<file path="src/rtl/exc_arbiter_if.sv">
// rtl/exc_arbiter_if.sv - request/response bundle between decode stage, exception arbiter and CP0
interface exc_arbiter_if;
   logic        syscall_req;
   logic        break_req;
   logic        teq_req;
   logic        eret_req;
   logic        int_req;
   logic [31:0] pc_in;
   logic [31:0] status;
   logic        exception;
   logic        eret;
   logic [4:0]  cause;
   logic [31:0] exc_pc;
   logic        pc_redirect;
   logic        pipe_stall;
   logic        int_pending;

   modport master (
      output syscall_req, break_req, teq_req, eret_req, int_req, pc_in, status,
      input  exception, eret, cause, exc_pc, pc_redirect, pipe_stall, int_pending
   );

   modport slave (
      input  syscall_req, break_req, teq_req, eret_req, int_req, pc_in, status,
      output exception, eret, cause, exc_pc, pc_redirect, pipe_stall, int_pending
   );
endinterface

</file>
<file path="src/rtl/exc_arbiter.sv">
// rtl/exc_arbiter.sv - prioritises exceptions/eret/interrupts and sequences CP0 pulses and pipeline stalls
module exc_arbiter #(
   parameter int HOLD_CYCLES = 2
) (
   input logic          clk,
   input logic          rst_n,
   exc_arbiter_if.slave bus
);

   typedef enum logic [1:0] {
      IDLE = 2'd0,
      TAKE = 2'd1,
      HOLD = 2'd2
   } state_t;

   localparam logic [3:0] HOLD_LOAD = (HOLD_CYCLES > 0) ? 4'(HOLD_CYCLES - 1) : 4'd0;

   localparam logic [4:0] CAUSE_INT     = 5'd0;
   localparam logic [4:0] CAUSE_SYSCALL = 5'd8;
   localparam logic [4:0] CAUSE_BREAK   = 5'd9;
   localparam logic [4:0] CAUSE_TEQ     = 5'd13;

   state_t      state_q, state_d;
   logic [3:0]  cnt_q, cnt_d;
   logic        sync1_q, sync1_d;
   logic        sync2_q, sync2_d;
   logic        sync3_q, sync3_d;
   logic        int_pending_q, int_pending_d;
   logic [4:0]  cause_q, cause_d;
   logic [31:0] exc_pc_q, exc_pc_d;
   logic        exception_q, exception_d;
   logic        eret_q, eret_d;
   logic        redirect_q, redirect_d;
   logic        stall_q, stall_d;

   logic        accept;
   logic        acc_eret;
   logic        take_int;
   logic [4:0]  acc_cause;

   // Only IE is consumed from Status; the rest of the word is ignored.
   logic unused_status;
   assign unused_status = ^bus.status[31:1];

   // Priority pick in IDLE plus next-state / registered-output computation.
   always_comb begin
      state_d     = state_q;
      cnt_d       = cnt_q;
      cause_d     = cause_q;
      exc_pc_d    = exc_pc_q;
      exception_d = 1'b0;
      eret_d      = 1'b0;
      redirect_d  = 1'b0;
      stall_d     = 1'b0;
      sync1_d     = bus.int_req;
      sync2_d     = sync1_q;
      sync3_d     = sync2_q;
      accept      = 1'b0;
      acc_eret    = 1'b0;
      take_int    = 1'b0;
      acc_cause   = CAUSE_INT;

      // rst_n gating keeps the combinational stall low while reset is held.
      if (state_q == IDLE && rst_n) begin
         if (bus.syscall_req) begin
            accept    = 1'b1;
            acc_cause = CAUSE_SYSCALL;
         end else if (bus.break_req) begin
            accept    = 1'b1;
            acc_cause = CAUSE_BREAK;
         end else if (bus.teq_req) begin
            accept    = 1'b1;
            acc_cause = CAUSE_TEQ;
         end else if (bus.eret_req) begin
            accept    = 1'b1;
            acc_eret  = 1'b1;
         end else if (int_pending_q && bus.status[0]) begin
            accept    = 1'b1;
            take_int  = 1'b1;
            acc_cause = CAUSE_INT;
         end
      end

      // A fresh synchronized edge wins over the clear of an accepted interrupt.
      int_pending_d = (sync2_q & ~sync3_q) | (int_pending_q & ~take_int);

      case (state_q)
         IDLE: begin
            if (accept) begin
               state_d     = TAKE;
               stall_d     = 1'b1;
               redirect_d  = 1'b1;
               exception_d = ~acc_eret;
               eret_d      = acc_eret;
               if (!acc_eret) begin
                  cause_d  = acc_cause;
                  exc_pc_d = bus.pc_in;
               end
            end
         end
         TAKE: begin
            if (HOLD_CYCLES == 0) begin
               state_d = IDLE;
            end else begin
               state_d = HOLD;
               cnt_d   = HOLD_LOAD;
               stall_d = 1'b1;
            end
         end
         HOLD: begin
            if (cnt_q == 4'd0) begin
               state_d = IDLE;
            end else begin
               cnt_d   = cnt_q - 4'd1;
               stall_d = 1'b1;
            end
         end
         default: state_d = IDLE;
      endcase
   end

   // State, synchronizer and registered outputs; reset aborts any sequence in flight.
   always_ff @(posedge clk or negedge rst_n) begin
      if (!rst_n) begin
         state_q       <= IDLE;
         cnt_q         <= 4'd0;
         sync1_q       <= 1'b0;
         sync2_q       <= 1'b0;
         sync3_q       <= 1'b0;
         int_pending_q <= 1'b0;
         cause_q       <= 5'd0;
         exc_pc_q      <= 32'd0;
         exception_q   <= 1'b0;
         eret_q        <= 1'b0;
         redirect_q    <= 1'b0;
         stall_q       <= 1'b0;
      end else begin
         state_q       <= state_d;
         cnt_q         <= cnt_d;
         sync1_q       <= sync1_d;
         sync2_q       <= sync2_d;
         sync3_q       <= sync3_d;
         int_pending_q <= int_pending_d;
         cause_q       <= cause_d;
         exc_pc_q      <= exc_pc_d;
         exception_q   <= exception_d;
         eret_q        <= eret_d;
         redirect_q    <= redirect_d;
         stall_q       <= stall_d;
      end
   end

   assign bus.exception   = exception_q;
   assign bus.eret        = eret_q;
   assign bus.cause       = cause_q;
   assign bus.exc_pc      = exc_pc_q;
   assign bus.pc_redirect = redirect_q;
   assign bus.pipe_stall  = stall_q | accept;
   assign bus.int_pending = int_pending_q;

endmodule

</file>
<file path="src/flat_wrapper.sv">
// flat-port wrapper written by rule: the top's interface ports become plain ports
module exc_arbiter_flat 
#(
   parameter int HOLD_CYCLES = 2
)
  (clk, rst_n, bus_syscall_req, bus_break_req, bus_teq_req, bus_eret_req, bus_int_req, bus_pc_in, bus_status, bus_exception, bus_eret, bus_cause, bus_exc_pc, bus_pc_redirect, bus_pipe_stall, bus_int_pending);
  exc_arbiter_if bus_i ();
  input logic clk;
  input logic rst_n;
  input wire logic [$bits(bus_i.syscall_req)-1:0] bus_syscall_req;
  input wire logic [$bits(bus_i.break_req)-1:0] bus_break_req;
  input wire logic [$bits(bus_i.teq_req)-1:0] bus_teq_req;
  input wire logic [$bits(bus_i.eret_req)-1:0] bus_eret_req;
  input wire logic [$bits(bus_i.int_req)-1:0] bus_int_req;
  input wire logic [$bits(bus_i.pc_in)-1:0] bus_pc_in;
  input wire logic [$bits(bus_i.status)-1:0] bus_status;
  output wire logic [$bits(bus_i.exception)-1:0] bus_exception;
  output wire logic [$bits(bus_i.eret)-1:0] bus_eret;
  output wire logic [$bits(bus_i.cause)-1:0] bus_cause;
  output wire logic [$bits(bus_i.exc_pc)-1:0] bus_exc_pc;
  output wire logic [$bits(bus_i.pc_redirect)-1:0] bus_pc_redirect;
  output wire logic [$bits(bus_i.pipe_stall)-1:0] bus_pipe_stall;
  output wire logic [$bits(bus_i.int_pending)-1:0] bus_int_pending;
  assign bus_i.syscall_req = bus_syscall_req;
  assign bus_i.break_req = bus_break_req;
  assign bus_i.teq_req = bus_teq_req;
  assign bus_i.eret_req = bus_eret_req;
  assign bus_i.int_req = bus_int_req;
  assign bus_i.pc_in = bus_pc_in;
  assign bus_i.status = bus_status;
  assign bus_exception = bus_i.exception;
  assign bus_eret = bus_i.eret;
  assign bus_cause = bus_i.cause;
  assign bus_exc_pc = bus_i.exc_pc;
  assign bus_pc_redirect = bus_i.pc_redirect;
  assign bus_pipe_stall = bus_i.pipe_stall;
  assign bus_int_pending = bus_i.int_pending;
  exc_arbiter #(.HOLD_CYCLES(HOLD_CYCLES)) u_core (.clk(clk), .rst_n(rst_n), .bus(bus_i));
endmodule
</file>
<file path="config.mk">
export PLATFORM = sky130hd
export DESIGN_NAME = exc_arbiter_flat
export DESIGN_NICKNAME = d
export VERILOG_FILES = /design/src/rtl/exc_arbiter_if.sv /design/src/rtl/exc_arbiter.sv /design/src/flat_wrapper.sv
export SDC_FILE = /design/constraint.sdc
export NUM_CORES = 1
export LEC_CHECK = 0
export CORE_MARGIN = 8
export CORE_UTILIZATION = 35
export DETAILED_ROUTE_END_ITERATION = 8
export PLACE_DENSITY = 0.8
export SETUP_SLACK_MARGIN = 0.02
export SLEW_MARGIN = 20
export SYNTH_ARGS = -nofsm -noshare
export SYNTH_HDL_FRONTEND = slang
export SYNTH_SLANG_ARGS = --single-unit
</file>
<file path="constraint.sdc">
create_clock -name clk -period 1.7 [get_ports clk]
set_input_delay 0.34 -clock clk [delete_from_list [all_inputs] [get_ports clk]]
set_output_delay 0.34 -clock clk [all_outputs]
set_load 0.02 [all_outputs]
</file>
# ---- After elaboration in Yosys (flattened, before gate mapping)
# Index checks and enable logic that the tools add are counted.
dict set report classes {
  eq_ne 5
  add_sub_neg 1
  reduce_logical 8
  n_mux 33
  bitwise 7
}
# op count
set op_table {}
lappend op_table {{two-way mux 1 bit} 23}
lappend op_table {{two-way mux 5 bit} 3}
lappend op_table {{two-way mux 4 bit} 2}
lappend op_table {{one-hot mux 4 bit (2 select lines)} 1}
lappend op_table {{one-hot mux 2 bit (3 select lines)} 1}
lappend op_table {{zero test 4 bit} 1}
lappend op_table {{two-way mux 2 bit} 2}
lappend op_table {{inequality test 2 x 1 -> 1 bit, second input constant} 2}
lappend op_table {{AND reduction 2 bit} 2}
lappend op_table {{subtractor 4 x 1 -> 4 bit, second input constant} 1}
lappend op_table {{inverter 1 bit} 3}
lappend op_table {{one-hot mux 1 bit (3 select lines)} 1}
lappend op_table {{AND reduction 3 bit} 1}
lappend op_table {{AND 1 bit} 2}
lappend op_table {{equality test 2 x 1 -> 1 bit, second input constant} 1}
lappend op_table {{equality test 2 bit, second input constant} 1}
lappend op_table {{logical AND 1 bit} 2}
lappend op_table {{zero test 2 bit} 1}
lappend op_table {{inequality test 2 bit, second input constant} 1}
lappend op_table {{OR 1 bit} 2}
lappend op_table {{nonzero test 2 bit} 1}
dict set report totals {
  output_inout_bits 42
  regBits 51
  wordCells 66
  in_bits 71
}

# ---- Depth between registers and ports, before layout
dict set report depth {
  word_depth 10
  depth_mapped 6
  mapped_depth_nobuf 6
}

# ---- Worst setup path before layout
# OpenSTA, ideal clock, no wires.
dict set report synth_path {
  path_kind {register to register}
  from {reg u_core.state_q[0]}
  to {reg u_core.exc_pc_q[0] (netlist: u_core.bus.exc_pc[0])}
  period_less_slack_ns 1.764
  path_stages_with_launch 7
  setup_slack_ns -0.064
  setup_ns 0.125
  arrival_time_ns 1.639
  required_time_ns 1.575
  path_buffers 2
  cell_sequence {dfrtp_1 -> buf_6 -> nor4b_2 -> nand3_1 -> nand2_4 -> buf_6 -> mux2_4}
}
dict set report synth_via {
  elab_chain_cells 5
  word_cells_on_any_way 6
  cone_classes {mux: 2; bitwise: 1; reduce/logical: 3}
}
# item line_no
set synth_lines {}
lappend synth_lines {{from (decl)} exc_arbiter.sv:23} ;# state_t state_q, state_d;
lappend synth_lines {{from (signal assigned)} exc_arbiter.sv:138} ;# state_q <= state_d;
lappend synth_lines {{zero test 2 bit (*)} {exc_arbiter.sv:64, exc_arbiter.sv:87}}
lappend synth_lines {{logical AND 1 bit} exc_arbiter.sv:64} ;# if (state_q == IDLE && rst_n) begin
lappend synth_lines {{two-way mux 1 bit} exc_arbiter.sv:64}
lappend synth_lines {{inverter 1 bit (no line)} -}
lappend synth_lines {{AND reduction 3 bit (no line) (*)} -}
lappend synth_lines {{to (signal assigned)} exc_arbiter.sv:145} ;# exc_pc_q <= exc_pc_d;
lappend synth_lines {{to (decl)} exc_arbiter.sv:30} ;# logic [31:0] exc_pc_q, exc_pc_d;
# Mark *: on every way between the ends. The rest lies on a longest branch, timed or not.
# A chain may end at the register's enable or synchronous reset.

# ---- Worst setup path in the final report
dict set report layout_path {
  from {reg u_core.state_q[1]}
  to {out bus_pipe_stall}
}
dict set report layout_via {
  elab_chain_cells 4
}
# item line_no
set layout_lines {}
lappend layout_lines {{zero test 2 bit} exc_arbiter.sv:64}
lappend layout_lines {{logical AND 1 bit} exc_arbiter.sv:64}
lappend layout_lines {{two-way mux 1 bit} exc_arbiter.sv:64}
lappend layout_lines {{OR 1 bit} exc_arbiter.sv:158} ;# assign bus.pipe_stall = stall_q | accept;
lappend layout_lines {{to (decl)} flat_wrapper.sv:22} ;# output wire logic [$bits(bus_i.pipe_stall)-1:0] bus_pipe_stall;
# No other way between the ends.

==> flow_summary.yaml <==
detailed_routing:
  post_drt_wl_per_cell_um: 16.0
  first_pass_iters: 4
  wirelength_um: 5170
  ant_nets: 0
  drt_iter0_markers: 33
  vias_per_cell: 4.60
  via_count: 1489
  drc: 0
final_layout:
  final_common_cell: "clkdlybuf4s50_1"
  regArea_mm2: 0.00123
  syn_to_final_growth_pct: 62.3
  final_layout_size_suffix_gt1_share_pct: 33.7
  nFillCells: 482
  num_antenna_cells: 0
  multiInputGateArea_um2: 790
  final_cell_mix: "clkdlybuf4s50_1 (68), dfrtp_1 (49), mux2_4 (27)"
  final_core_util_pct: 57.7
  nNetsFinal: 321
synthesis:
  netlist_area_mm2: 0.00207
  syn_avg_cell_area_um2: 14.9
  netlist_instances: 139
  ys_ff_latch: 49
  ys_types: 29
  yosysSeqAreaShare_pct: 59.3
  yosysWarnings: 0
sta:
  finalSetupViolCount: 34
  fin_worst_skew_ns: 0.00809
  worst_pin_slew_ns: 0.618
  period_share_pct: 108
  rsz0062_at_grt: "yes"
  whs_ns: 0.261
  hold_viol_final: 0
  max-slew-margin-rel_pct: 58.8
  final_max_slew_viol_count: 0
  max_freq_ghz: 0.544
  setup_slack_ns: -0.139
  period_needed_ns: 1.84
worst_setup_path:
  start_kind: "flip-flop"
  r2r-start: "u_core.state_q[1]"
  crit_path_end_kind: "primary output"
  worstSetupPathType: "reg2out"
  cp_max_fo: 2
  startpoint: "u_core.state_q[1]"
  cp.required_ns: 1.36
  cp.arrival_ns: 1.50
clock_tree:
  cts_tree: "built"
  htreeDepth: 2
  numCtsBuffers: 5
  cts_buffer_depth: 2
  clk_latency_ns: 0.29
  cts_hold_buf: 0
  clkSlewWorstSetupHoldPaths_ns: 0.09
  cts_num_sinks: 49
  clockRootBuffer: "clkbuf_8"
global_routing:
  grt_max_degree: 50
  gr-usage-met1_pct: 13.8
  busiest_layer: "met2"
  use_met2_pct: 20.7
  grt_pass1_vias: 1681
  track_usage_pct: 11.9
  antenna_found_initial: 0
  grt.met3_usage_pct: 3.72
  grt_pass1_wl_um: 8250
  overflow: 0
power:
  leakage_uw: 0.00159
  irDropWorstVdd_uv: 872
  p_per_area_mw_per_mm2: 1780
job:
  cap_violations: 0
floorplanning:
  initial_utilization_pct: 35.6
  fp.dieArea_mm2: 0.00862
  die_w_um: 92.9
  rows: 28
  io_pins: 113
  die_h_um: 92.9
  fp.coreArea_mm2: 0.00582
worst_hold_path:
  hold_class: "in2async"
placed_design:
  gp_congestion: 0.787
  portBuffers: 79
  dp_hpwl_um: 3710
  place_ws_ns: -0.677
outcome:
  status: "finished, violations left"
  violations: "negative setup slack"
cell families after synthesis:
group / share of synthesized area [%]
buffers and inverters: 4.78
other: 0.181
and+or+nand+nor: 7.14
muxes: 22.3
adders and majority gates: 0.605
AOI/OAI and AO/OA: 5.69
DFF: 59.3
cell type report:
class | instances | share of cell area [%]
multi-input combinational | 75 | 23.5
tap | 75 | 2.80
clock buffer | 5 | 2.05
clock inverter | 2 | 1.04
sequential | 49 | 36.5
timing repair buffer | 109 | 33.1
inverter | 9 | 1.01
worst max-delay path, stage by stage (launching register included):
cell	delay [ns]
dfrtp_1	0.40
or3b_4	0.42
a21oi_4	0.15
or2_4	0.14
buf_6	0.10
flip-flops by register name (all words and copies together), names as in the netlist:
signal / flops
u_core.stall_q: 1
u_core.bus.eret: 1
u_core.bus.exc_pc: 32
u_core.bus.cause: 3
u_core.cnt_q: 4
u_core.bus.int_pending: 1
u_core.sync1_q: 1
u_core.sync3_q: 1
u_core.sync2_q: 1
u_core.state_q: 2
u_core.bus.pc_redirect: 1
u_core.bus.exception: 1
routing by layer:
metal  vias to the layer above  wire length, um
met5                         -                0
met1                       736             2100
met3                         4              279
li1                        698                -
met4                         0               23
met2                        51             2760
cells in the mapped netlist:
library cell / count / area [um2]
inv_1: 9 / 33.8
o21ai_0: 6 / 30.0
nand2_4: 1 / 11.3
a21oi_4: 1 / 16.3
nand4b_1: 1 / 8.76
nor3_1: 1 / 5.00
ha_1: 1 / 12.5
nor4_1: 1 / 6.26
or3b_4: 1 / 11.3
nor2_1: 2 / 7.51
a21oi_1: 4 / 20.0
nand3_1: 5 / 25.0
or2_2: 2 / 12.5
o31ai_1: 1 / 7.51
a22oi_1: 2 / 15.0
mux2_4: 27 / 405
o2bb2ai_1: 1 / 8.76
dfrtp_1: 49 / 1230
buf_6: 4 / 45.0
or4_1: 1 / 7.51
nor4b_2: 1 / 15.0
a32o_1: 2 / 20.0
buf_2: 1 / 5.00
nor4bb_1: 1 / 10.0
buf_4: 2 / 15.0
conb_1: 1 / 3.75
mux2_2: 5 / 56.3
or3b_2: 1 / 8.76
nand2_1: 5 / 18.8
power by group:
group / switching, uW / internal (uW)
clock network: 371 / 428
registers: 278 / 1670
logic: 1370 / 1870
path summary, 6_finish.rpt:
kind	endpoint	slack, ns	depth (start not counted)
max	bus_pipe_stall	-0.14	4
min	u_core.cnt_q[2]	0.26	3
max reg2reg	u_core.bus.exc_pc[24]	-0.10	6
min reg2reg	u_core.sync2_q	0.35	0
max in group asynchronous	u_core.stall_q	1.03	3
min in group clk	u_core.sync2_q	0.35	0
stage by stage:
step           power [uW]  TNS, ns  cells  cell area, um2
6_report             5990    -2.84    324            3360
5_1_grt              6360    -4.65    324            3360
4_1_cts              5890    -1.53    319            3230
3_5_place_dp         5020   -16.15    308            3090
3_3_place_gp         4950   -15.42    308            3090
2_1_floorplan        3620   -0.991    140            2080
what timing repair did:
action / in CTS / in global routing
resized for setup: 16 / 11
pin swaps: 4 / 5
endpoints found under the setup margin: 38 / 41
cloned: 0 / 3
buffers inserted: 4 / 2
(Power assumes the default switching activity.)
